## src/rtl/conv_symbol_framer.sv

```systemverilog
// Sync-word hunter and code-symbol framer for the serial bit stream feeding the Viterbi decoder.
// Tolerates up to MAX_ERR bit errors in the sync word, then emits FRAME_SYMS WIDTH-bit symbols and re-hunts.
module conv_symbol_framer #(
  parameter int                    WIDTH      = 2,
  parameter int                    SYNC_LEN   = 8,
  parameter logic [SYNC_LEN-1:0]   SYNC_WORD  = 8'hB8,
  parameter int                    FRAME_SYMS = 16,
  parameter int                    MAX_ERR    = 0
) (
  input  logic             clk_sig,
  input  logic             reset_sig,
  input  logic             serial_sig,
  input  logic             bit_en_sig,
  input  logic             flush_sig,
  output logic [WIDTH-1:0] symbol_sig,
  output logic             symbol_valid_sig,
  output logic             frame_start_sig,
  output logic             frame_end_sig,
  output logic             sync_hit_sig,
  output logic             locked_sig
);

  localparam int SW = $clog2(FRAME_SYMS + 1);
  localparam int BW = $clog2(WIDTH + 1);
  localparam int FW = $clog2(SYNC_LEN + 1);

  localparam logic [FW-1:0] FILL_FULL = FW'(SYNC_LEN);
  localparam logic [FW-1:0] FILL_MIN  = FW'(SYNC_LEN - 1);
  localparam logic [BW-1:0] BIT_LAST  = BW'(WIDTH - 1);
  localparam logic [SW-1:0] SYM_LAST  = SW'(FRAME_SYMS - 1);
  localparam logic [FW-1:0] ERR_LIM   = FW'(MAX_ERR);

  typedef enum logic {HUNT, LOCK} state_t;

  state_t              state, state_n;
  logic [SYNC_LEN-1:0] sync_reg, sync_n;
  logic [FW-1:0]       fill_cnt, fill_n;
  logic [BW-1:0]       bit_cnt, bit_n;
  logic [SW-1:0]       sym_cnt, sym_n;
  logic [WIDTH-1:0]    acc, acc_n;
  logic [WIDTH-1:0]    symbol_n;
  logic                valid_n, start_n, end_n, hit_n, locked_n;

  logic [SYNC_LEN-1:0] window, diff;
  logic [FW-1:0]       err_cnt;

  assign window = {sync_reg[SYNC_LEN-2:0], serial_sig};
  assign diff   = window ^ SYNC_WORD;

  always_comb begin
    err_cnt = '0;
    for (int i = 0; i < SYNC_LEN; i++) err_cnt = err_cnt + FW'(diff[i]);
  end

  always_ff @(posedge clk_sig or posedge reset_sig) begin
    if (reset_sig) begin
      state            <= HUNT;
      sync_reg         <= '0;
      fill_cnt         <= '0;
      bit_cnt          <= '0;
      sym_cnt          <= '0;
      acc              <= '0;
      symbol_sig       <= '0;
      symbol_valid_sig <= 1'b0;
      frame_start_sig  <= 1'b0;
      frame_end_sig    <= 1'b0;
      sync_hit_sig     <= 1'b0;
      locked_sig       <= 1'b0;
    end else begin
      state            <= state_n;
      sync_reg         <= sync_n;
      fill_cnt         <= fill_n;
      bit_cnt          <= bit_n;
      sym_cnt          <= sym_n;
      acc              <= acc_n;
      symbol_sig       <= symbol_n;
      symbol_valid_sig <= valid_n;
      frame_start_sig  <= start_n;
      frame_end_sig    <= end_n;
      sync_hit_sig     <= hit_n;
      locked_sig       <= locked_n;
    end
  end

  always_comb begin
    state_n  = state;
    sync_n   = sync_reg;
    fill_n   = fill_cnt;
    bit_n    = bit_cnt;
    sym_n    = sym_cnt;
    acc_n    = acc;
    symbol_n = symbol_sig;
    valid_n  = 1'b0;
    start_n  = 1'b0;
    end_n    = 1'b0;
    hit_n    = 1'b0;
    locked_n = locked_sig;

    if (flush_sig) begin
      state_n  = HUNT;
      sync_n   = '0;
      fill_n   = '0;
      bit_n    = '0;
      sym_n    = '0;
      acc_n    = '0;
      locked_n = 1'b0;
    end else if (bit_en_sig) begin
      case (state)
        HUNT: begin
          sync_n = window;
          if (fill_cnt != FILL_FULL) fill_n = fill_cnt + FW'(1);
          if (fill_cnt >= FILL_MIN && err_cnt <= ERR_LIM) begin
            state_n  = LOCK;
            hit_n    = 1'b1;
            locked_n = 1'b1;
            bit_n    = '0;
            sym_n    = '0;
          end
        end
        LOCK: begin
          acc_n = {acc[WIDTH-2:0], serial_sig};
          if (bit_cnt == BIT_LAST) begin
            symbol_n = {acc[WIDTH-2:0], serial_sig};
            valid_n  = 1'b1;
            start_n  = (sym_cnt == '0);
            bit_n    = '0;
            sym_n    = sym_cnt + SW'(1);
            // Frame complete: the hunt restarts from an empty window so frame bits never seed a sync.
            if (sym_cnt == SYM_LAST) begin
              end_n    = 1'b1;
              locked_n = 1'b0;
              state_n  = HUNT;
              fill_n   = '0;
              sync_n   = '0;
              sym_n    = '0;
            end
          end else begin
            bit_n = bit_cnt + BW'(1);
          end
        end
        default: state_n = HUNT;
      endcase
    end
  end

endmodule

```

## config.mk

```make
export PLATFORM = sky130hd
export DESIGN_NAME = conv_symbol_framer
export DESIGN_NICKNAME = d
export VERILOG_FILES = /design/src/rtl/conv_symbol_framer.sv
export SDC_FILE = /design/constraint.sdc
export NUM_CORES = 1
export LEC_CHECK = 0
export CORE_MARGIN = 4
export CORE_UTILIZATION = 46
export DETAILED_ROUTE_END_ITERATION = 12
export HOLD_SLACK_MARGIN = 0.05
export PLACE_DENSITY = 0.65
export SLEW_MARGIN = 20
export SYNTH_ARGS = -nofsm -noshare
export SYNTH_HDL_FRONTEND = slang
export SYNTH_SLANG_ARGS = --single-unit
```

## constraint.sdc

```tcl
create_clock -name clk_sig -period 4.6 [get_ports clk_sig]
set_input_delay 0.69 -clock clk_sig [delete_from_list [all_inputs] [get_ports clk_sig]]
set_output_delay 0.69 -clock clk_sig [all_outputs]
set_load 0.1 [all_outputs]
```

Word level (Yosys, flattened, before mapping)
Cells that the tools add are included.
Widths: inputs -> output; s select.

word-level totals
  register bits after elaboration = 27
  bits of input ports = 5
  logic and storage cells = 98

cells by class
  add/sub/neg operators = 10
  order comparisons = 2
  eq/ne operators = 7
  muxes and demuxes = 53
  bitwise logic cells = 3
  reduce and logical (&&, ||, !) cells = 11

operator list
  cell                 number
  $mux 1               29
  $mux 7               4
  $mux 5               5
  $mux 4               5
  $add 4x1->4          4
  $pmux 7 s2           1
  $reduce_and 4->1     3
  $pmux 5 s2           1
  $mux 2               4
  $pmux 4 s2           1
  $ne 3x2->1 const B   2
  $ne 3x3->1 const B   2
  $reduce_and 3->1     2
  $add 5x1->5 const B  1
  $eq 5x4->1 const B   1
  $logic_not 5->1      1
  $add 3x1->4          1
  $add 4x1->4 const B  1
  $ge 4x3->1 const B   1
  $le 4x1->1 const B   1
  $ne 4x4->1 const B   1
  $not 4->4            1
  $pmux 1 s2           2
  $pmux 2 s2           1
  8 further kinds      11

Depth between registers and ports, before layout
Gate-level depths: netlist (run 1).

  depth in word-level cells = 13
  mapped depth = 12
  depth with buffers taken out = 12

Worst setup path before layout (run 1)
Ideal clock, no wire load.

  path kind = input -> register
  start point = input serial_sig
  end point = register sym_cnt[3]
  data arrival time = 4.054 ns
  data required time = 4.459 ns
  setup slack = 0.405 ns
  stages = 12
  buffers on the path = 0
  cells stage by stage = inv_1 fa_1 inv_1 fa_1 fa_1 ha_1 inv_1 fa_1 a211o_1 a2111o_1 a2111oi_2 a2111oi_2

on the way
  word-level cells in the longest chain between the ends = 11

ends and longest elaborated chain
  item                        RTL line  text
  from (decl)                 12        input logic serial_sig,
  $add 1x1->2                 52        for (int i = 0; i < SYNC_LEN; i++) err_cnt = err_cnt + FW'(diff[i]);
  $add 2x1->3                 52
  $add 3x1->4                 52
  $add 4x1->4 (4 in a row)    52
  $le 4x1->1                  112       if (fill_cnt >= FILL_MIN && err_cnt <= ERR_LIM) begin
  $logic_and 1x1->1           112
  $ne 3x3->1 (no line)        -
  $reduce_and 3->1 (no line)  -
  to (signal assigned)        74        sym_cnt <= sym_n;
  to (decl)                   39        logic [SW-1:0] sym_cnt, sym_n;

Every way passes these cells.
A chain may end at the register's enable or synchronous reset.

Worst setup path after layout (run 1)
Ends and elaborated chain as after synthesis.

==> results.md, run 1 <==
* Vias in the first global route at 1169
* CTS tree: built
* Final Max Slew Viols at 0
* Clock-pin slew on the worst setup and hold paths at 0.13 ns
* Worst Slack Setup Final at about 0.17 ns
* Cts hold-fix bufs at 0
* Clock tree buffer depth at 2
* Worst-margin pin slew at 1.012 ns
* Sequential-to-total area share from yosys stat at between 40% and 50%
* Syn Nets at 170
* Antenna Nets Post-Route at 0
* Crit end category: register
* Layout cells sized above 1 at 9.091%
* Initial DRC count at 62
* Power Total at 0.0004149 W
* Mapped Cells at 154
* Reg2reg start: sync_reg[0]
* Die span in x at 66.03 um
* IO Port Bufs at 11
* Reg2Reg Depth at 12
* Row cnt at 20
* Worst path required time at 4.80 ns
* Synthesized flop and latch total at 27
* Commonest non-fill, non-tap cell in the layout: dfrtp_1
* Max H-tree Level at 1
* Worst Setup Path Type: in -> reg
* Ys Warns at 0
* Cells after DPL at 205
* Max cap viols at 0
* Largest register FFs at 7
* Startpoint class of the critical path: input pin
* Clock Latency Late Sink at 0.31 ns
* PwrDens at 236.4 mW/mm2
* Skew final at 0.004307 ns
* Final Cycle Share at between 90% and 100%
* VDD IR-drop max at 0.1141 mV
* Fmax at approximately 230 MHz
* Worst hold slack at 0.5230 ns
* DRC at 0
* Final nets at 182
* Vias at 1152
* Post-layout minimum cycle time at between 4 and 5 ns
* Cell Area, Synth at 0.001549 mm2
* First-pass GRT wire length at about 5400 um
* Setup bufs post-CTS at 0
* Hold WC Path Type: reg -> reg
* RSZ-0062 raised after global routing: no
* Commonest non-fill, non-tap cells in the layout: dfrtp_1 (27), inv_1 (19), clkdlybuf4s50_1 (11), o21ai_0 (9)
* Ant diodes at 0
* DIE AREA at 0.004360 mm2
* Min-delay src: symbol_sig[0]
* Congestion Overflow GR at 0
* RR Endpoint: sym_cnt[3]
* Post-Syn Area per Cell at 10.06 um2
* Post_cts resized at 0
* Flop2flop setup slack at 0.69 ns
* Hpwl dp at roughly 2200 um
* Initial antenna violation count at 0
* Hold path depth at 2
* I/O pins at 12
* P_leak at 0.7899 nW
* Run status: finished, final reports clean
* Root Driver: clkbuf_4
* Area grow syn2layout at 13.33%
* Crit path arrival time at 4.63 ns
* Worst-path fanout max at 3
* CTS Sinks at 27
* Min-Delay Endpoint: symbol_sig[0]
* Core area at about 0.0031 mm2
* Rel. slew slack at between 30% and 40%
* Total Wirelength at 3013 um
* Die H at 66.03 um
* Pre-antenna DRT Iters at 4
* Synth unique cells at 41
* Routed length per instance at roughly 14 um
* Final hold vios at 0
* Largest net degree at the start of global routing at 28
* Cts bufs inserted at 3
* Fin cells at 209
* Finish-stage setup viols at 0
* Initial Util at 49.52%
* Gpl congestion at between 0.8 and 0.9
* Vias/cell at 5.512
* Total Routing Usage GR at 15.90%
* Pre-CTS setup slack at -0.1993 ns
==> critical path: stages <==
cell,delay [ns]
clkdlybuf4s50_1,0.48
inv_1,0.07
fa_1,0.53
inv_1,0.05
fa_1,0.44
fa_1,0.50
ha_1,0.16
inv_1,0.05
fa_1,0.38
a211o_1,0.33
a2111o_1,0.49
a2111oi_4,0.38
a2111oi_2,0.09
==> cell families after synthesis <==
logic type                 after synthesis  share of synthesized area, %
muxes                                    4                         2.666
adders and majority gates               11                         10.82
DFF                                     27                         43.62
and+or+nand+nor                         37                         12.76
AOI/OAI and AO/OA                       46                         23.02
buffers and inverters                   29                         7.108
==> stage by stage <==
step                setup TNS (ns)  cell area (um2)  util, %
floorplan                        0             1549        -
global placement           -0.2575             1717    54.88
detailed placement         -0.7038             1717    54.88
CTS                              0             1743    55.72
global route                     0             1755    56.12
finish                           0             1755    56.12
==> where the power goes <==
part           internal, W  leakage [nW]  switching, W
clock            0.0000339        0.0150     0.0000658
combinational    0.0000255         0.402     0.0000398
sequential        0.000244         0.373    0.00000636
==> area by class of cell <==
cell class,instances,area (um2)
fillers,283,1373
multi-input cells,98,775.7
flip-flops and latches,27,675.6
repair buffers,16,147.6
inverters,20,75.07
well taps,44,55.05
clock buffers,4,26.28
==> cell usage after synthesis (all sizes together) <==
library cell  number  area, um2
a2111o             1      11.26
a2111oi            3      57.56
a211o              1      8.760
a211oi             2      15.01
a21o               1      7.510
a21oi              7      38.79
a22oi              1      7.510
a31oi              3      18.77
a41o               1      10.01
and2               1      6.260
and3b              1      8.760
and4               1      8.760
and4b              1      10.01
buf                1      5.000
clkbuf             8      30.03
dfrtp             27      675.7
fa                 4      80.08
ha                 7      87.58
inv               20      75.07
mux2               1      11.26
mux2i              3      30.03
nand2              8      30.03
nand2b             4      25.02
nand3              4      20.02
nand4b             1      8.760
nor2               8      30.03
nor2b              4      25.02
nor3               2      10.01
nor4b              1      8.760
o211a              1      10.01
o21a               1      7.510
o21ai             10      53.80
o221ai             1      8.760
o22ai              1      6.260
o2bb2ai            3      26.28
o31ai              8      60.06
o41ai              1      8.760
or2                1      6.260
==> worst max-delay path by stage <==
stage                from         end  slack (ns)
2_1_floorplan  serial_sig  sym_cnt[3]        0.41
3_3_place_gp   serial_sig  sym_cnt[3]       -0.13
3_5_place_dp   serial_sig  sym_cnt[3]       -0.20
4_1_cts        serial_sig  sym_cnt[3]        0.16
5_1_grt        serial_sig  sym_cnt[3]        0.03
6_report       serial_sig  sym_cnt[3]        0.17
==> layer usage <==
layer / share of wire [%] / wire length [um] / up-vias / GRT usage (%)
li1: - / - / 566 / -
met2: 49 / 1474 / 17 / 27.16
met5: 0 / 0 / - / 0
met4: 0.43 / 13 / 0 / 3.807
met1: 48 / 1458 / 567 / 20.82
met3: 2.2 / 66 / 2 / 2.891
(Power assumes the default switching activity.)
==> run 2, diff against run 1 <==
--- a/config.mk
+++ b/config.mk
@@ -7,6 +7,7 @@
 export LEC_CHECK = 0
 export CORE_MARGIN = 4
 export CORE_UTILIZATION = 46
+export CTS_CLUSTER_SIZE = 24
 export DETAILED_ROUTE_END_ITERATION = 12
 export HOLD_SLACK_MARGIN = 0.05
 export PLACE_DENSITY = 0.65
==> results of run 2 <==
The final DEF is identical to that of run 1; final timing and power are the same.
==> run 3, diff against run 2 <==
--- a/config.mk
+++ b/config.mk
@@ -10,7 +10,7 @@
 export CTS_CLUSTER_SIZE = 24
 export DETAILED_ROUTE_END_ITERATION = 12
 export HOLD_SLACK_MARGIN = 0.05
-export PLACE_DENSITY = 0.65
+export PLACE_DENSITY = 0.68
 export SLEW_MARGIN = 20
 export SYNTH_ARGS = -nofsm -noshare
 export SYNTH_HDL_FRONTEND = slang
==> constraint.sdc (replaced) <==
create_clock -name clk_sig -period 3.7 [get_ports clk_sig]
set_input_delay 0.555 -clock clk_sig [delete_from_list [all_inputs] [get_ports clk_sig]]
set_output_delay 0.555 -clock clk_sig [all_outputs]
set_load 0.1 [all_outputs]
==> run 3 against run 2 <==
Compared with the run above:
- the run now ends with setup timing left
- power increased by 28%
- critical path type is now reg -> reg
- highest routed layer unchanged
- utilization increased by 2.9 points
- clock-buffer cell count decreased by 1
- first-iteration DRC count increased by 11%
- final area increased by 5.1%
==> results.md, run 3 (synthesized netlist as in run 1, its figures left out) <==
* Run status: finished with violations (was finished, final reports clean)
* Failing checks: setup timing
* Crit end category: register (unchanged)
* Worst Slack Setup Final at -0.1616 ns (was 0.1689 ns)
* Worst Setup Path Type: reg -> reg (was in -> reg)
* DIE AREA at 0.004360 mm2 (unchanged)
* Rel. slew slack at 34.29% (was 32.53%)
* Die H at 66.03 um (unchanged)
* Clock Latency Late Sink at 0.32 ns (was 0.31 ns)
* Worst-path fanout max at 4 (was 3)
* CTS tree: built (unchanged)
* Crit path arrival time at 4.07 ns (was 4.63 ns)
* Initial DRC count at 69 (was 62)
* VDD IR-drop max at 0.1868 mV (was 0.1141 mV)
* Reg power frac at 58.7% (was 60.2%)
* Pre-antenna DRT Iters at 4 (unchanged)
* Largest net degree at the start of global routing at 28 (unchanged)
* Hold WC Path Type: reg -> reg (unchanged)
* Initial Util at 49.52% (unchanged)
* Post-layout minimum cycle time at 3.862 ns
* First-pass GRT wire length at 5947 um (was 5382 um)
* Fillers at 274 (was 283)
* Routed length per instance at 15.32 um (was 14.42 um)
* Skew final at 0.006912 ns (was 0.004307 ns)
* Final Cycle Share at 104.4%
* Final nets at 189 (was 182)
* Reg2reg start: sync_reg[0] (unchanged)
* Net Sw Power at 0.0001488 W (was 0.0001119 W)
* Max cap viols at 0 (unchanged)
* Final hold vios at 0 (unchanged)
* Row cnt at 20 (unchanged)
* I/O pins at 12 (unchanged)
* Hpwl dp at 2383 um (was 2249 um)
* Hold path depth at 2 (unchanged)
* Die span in x at 66.03 um (unchanged)
* Min-delay src: symbol_sig[0] (unchanged)
* Largest register FFs at 7 (unchanged)
* Finish-stage setup viols at 8 (was 0)
* Startpoint class of the critical path: register (was input pin)
* Net Sw Frac at 28.03% (was 26.98%)
* Clock Power Share at 23.8% (was 24.0%)
* Layout cells sized above 1 at 20.35% (was 9.091%)
* Vias in the first global route at 1311 (was 1169)
* Reg2Reg Depth at 12 (unchanged)
* RR Endpoint: sym_cnt[3] (unchanged)
* P_leak at 0.8339 nW (was 0.7899 nW)
* Antenna Nets Post-Route at 0 (unchanged)
* Power Total at 0.0005307 W (was 0.0004149 W)
* Commonest non-fill, non-tap cells in the layout: dfrtp_1 (27), inv_1 (15), buf_4 (11), clkdlybuf4s50_1 (10) (was dfrtp_1 (27), inv_1 (19), clkdlybuf4s50_1 (11), o21ai_0 (9))
* Core area at 0.003128 mm2 (unchanged)
* Ant diodes at 0 (unchanged)
* Area grow syn2layout at 19.14% (was 13.33%)
* Total Routing Usage GR at 17.83% (was 15.90%)
* Routed wl met2 at 1607 um (was 1474 um)
* Vias/cell at 5.657 (was 5.512)
* RSZ-0062 raised after global routing: yes (was no)
* PwrDens at 287.6 mW/mm2 (was 236.4 mW/mm2)
* Min-Delay Endpoint: symbol_sig[0] (unchanged)
* Max H-tree Level at 1 (unchanged)
* Commonest non-fill, non-tap cell in the layout: dfrtp_1 (unchanged)
* Flop2flop setup slack at -0.16 ns (was 0.69 ns)
* Total Wirelength at 3310 um (was 3013 um)
* P_int at 0.0003819 W (was 0.0003030 W)
* Beginning of the critical path: sync_reg[0] (was serial_sig)
* Met1 WL at 1473 um (was 1458 um)
* Multi-input gate area at 799.5 um2 (was 775.7 um2)
* DRC at 0 (unchanged)
* Worst hold slack at 0.5219 ns (was 0.5230 ns)
* Initial antenna violation count at 0 (unchanged)
* Worst-margin pin slew at 0.9825 ns (was 1.012 ns)
* DR top layer: met4 (unchanged)
* Worst path required time at 3.91 ns (was 4.80 ns)
* Clock tree buffer depth at 2 (unchanged)
* Register area at 675.6 um2 (unchanged)
* Gpl congestion at 0.7591 (was 0.8041)
* Root Driver: clkbuf_4 (unchanged)
* Congestion Overflow GR at 0 (unchanged)
* Cts bufs inserted at 3 (unchanged)
* CTS Sinks at 27 (unchanged)
* Combinational share of power at 17.5% (was 15.7%)
* WL met3 at 134 um (was 66 um)
* Clock-pin slew on the worst setup and hold paths at 0.15 ns (was 0.13 ns)
* Fmax at ~260 MHz
* Vias at 1222 (was 1152)
* Final Max Slew Viols at 0 (unchanged)
* IO Port Bufs at 11 (unchanged)
* Pre-CTS setup slack at -0.9093 ns (was -0.1993 ns)
-- run 3: routing by layer --
| metal | GRT usage [%] | vias to the layer above |
|---|---|---|
| met5 | 0 | - |
| met4 | 8.883 | 0 |
| met2 | 29.16 | 41 |
| li1 | - | 576 |
| met3 | 3.061 | 11 |
| met1 | 22.68 | 594 |
-- run 3: how the worst max path moves through the flow --
stage,endpoint,slack (ns),cells past startpoint
2_1_floorplan,sym_cnt[3],-0.16,12
3_3_place_gp,sym_cnt[3],-0.83,13
3_5_place_dp,sym_cnt[3],-0.91,13
4_1_cts,sym_cnt[3],-0.14,12
5_1_grt,sym_cnt[3],-0.25,12
6_report,sym_cnt[3],-0.16,12
-- run 3: repair_timing --
item	4_1_cts	5_1_grt
buffers inserted	2	3
endpoints found under the setup margin	10	10
resized for setup	10	4
hold buffers	0	0
pin swaps	13	3
-- run 3: critical path: stages, from the launching register on --
cell and delay [ns]:
dfrtp_1 0.38, inv_2 0.05, fa_1 0.49, inv_1 0.05
fa_1 0.47, fa_1 0.52, ha_2 0.20, inv_2 0.04
fa_2 0.33, a211o_1 0.33, a2111o_1 0.47, a211oi_1 0.37
a2111oi_2 0.06
-- run 3: area by class of cell --
cell class | count | share of cell area, %
multi-input combinational | 98 | 43.32
tap | 44 | 2.983
clock buffer | 3 | 1.220
clock inverter | 1 | 0.2712
timing repair buffer | 23 | 11.12
sequential | 27 | 36.61
inverter | 20 | 4.475
-- run 3: through the flow --
step | cells | util [%] | instance area (um2) | setup TNS, ns
detailed placement | 207 | 56.16 | 1757 | -8.134
CTS | 213 | 57.88 | 1810 | -0.4899
finish | 216 | 59.00 | 1846 | -0.5915
global route | 216 | 59.00 | 1846 | -1.436
global placement | 207 | 56.16 | 1757 | -7.308
floorplan | 154 | - | 1574 | -0.2932
-- run 3: power groups by stage --
| stage | clock network, W | logic (W) | registers, W |
|---|---|---|---|
| 4_1_cts | 0.000131 | 0.0000906 | 0.000311 |
| 3_5_place_dp | 0 | 0.0000891 | 0.000317 |
| 2_1_floorplan | 0 | 0.0000637 | 0.000315 |
| 6_report | 0.000127 | 0.0000928 | 0.000311 |
| 3_3_place_gp | 0 | 0.0000841 | 0.000316 |
| 5_1_grt | 0.000149 | 0.000105 | 0.000313 |
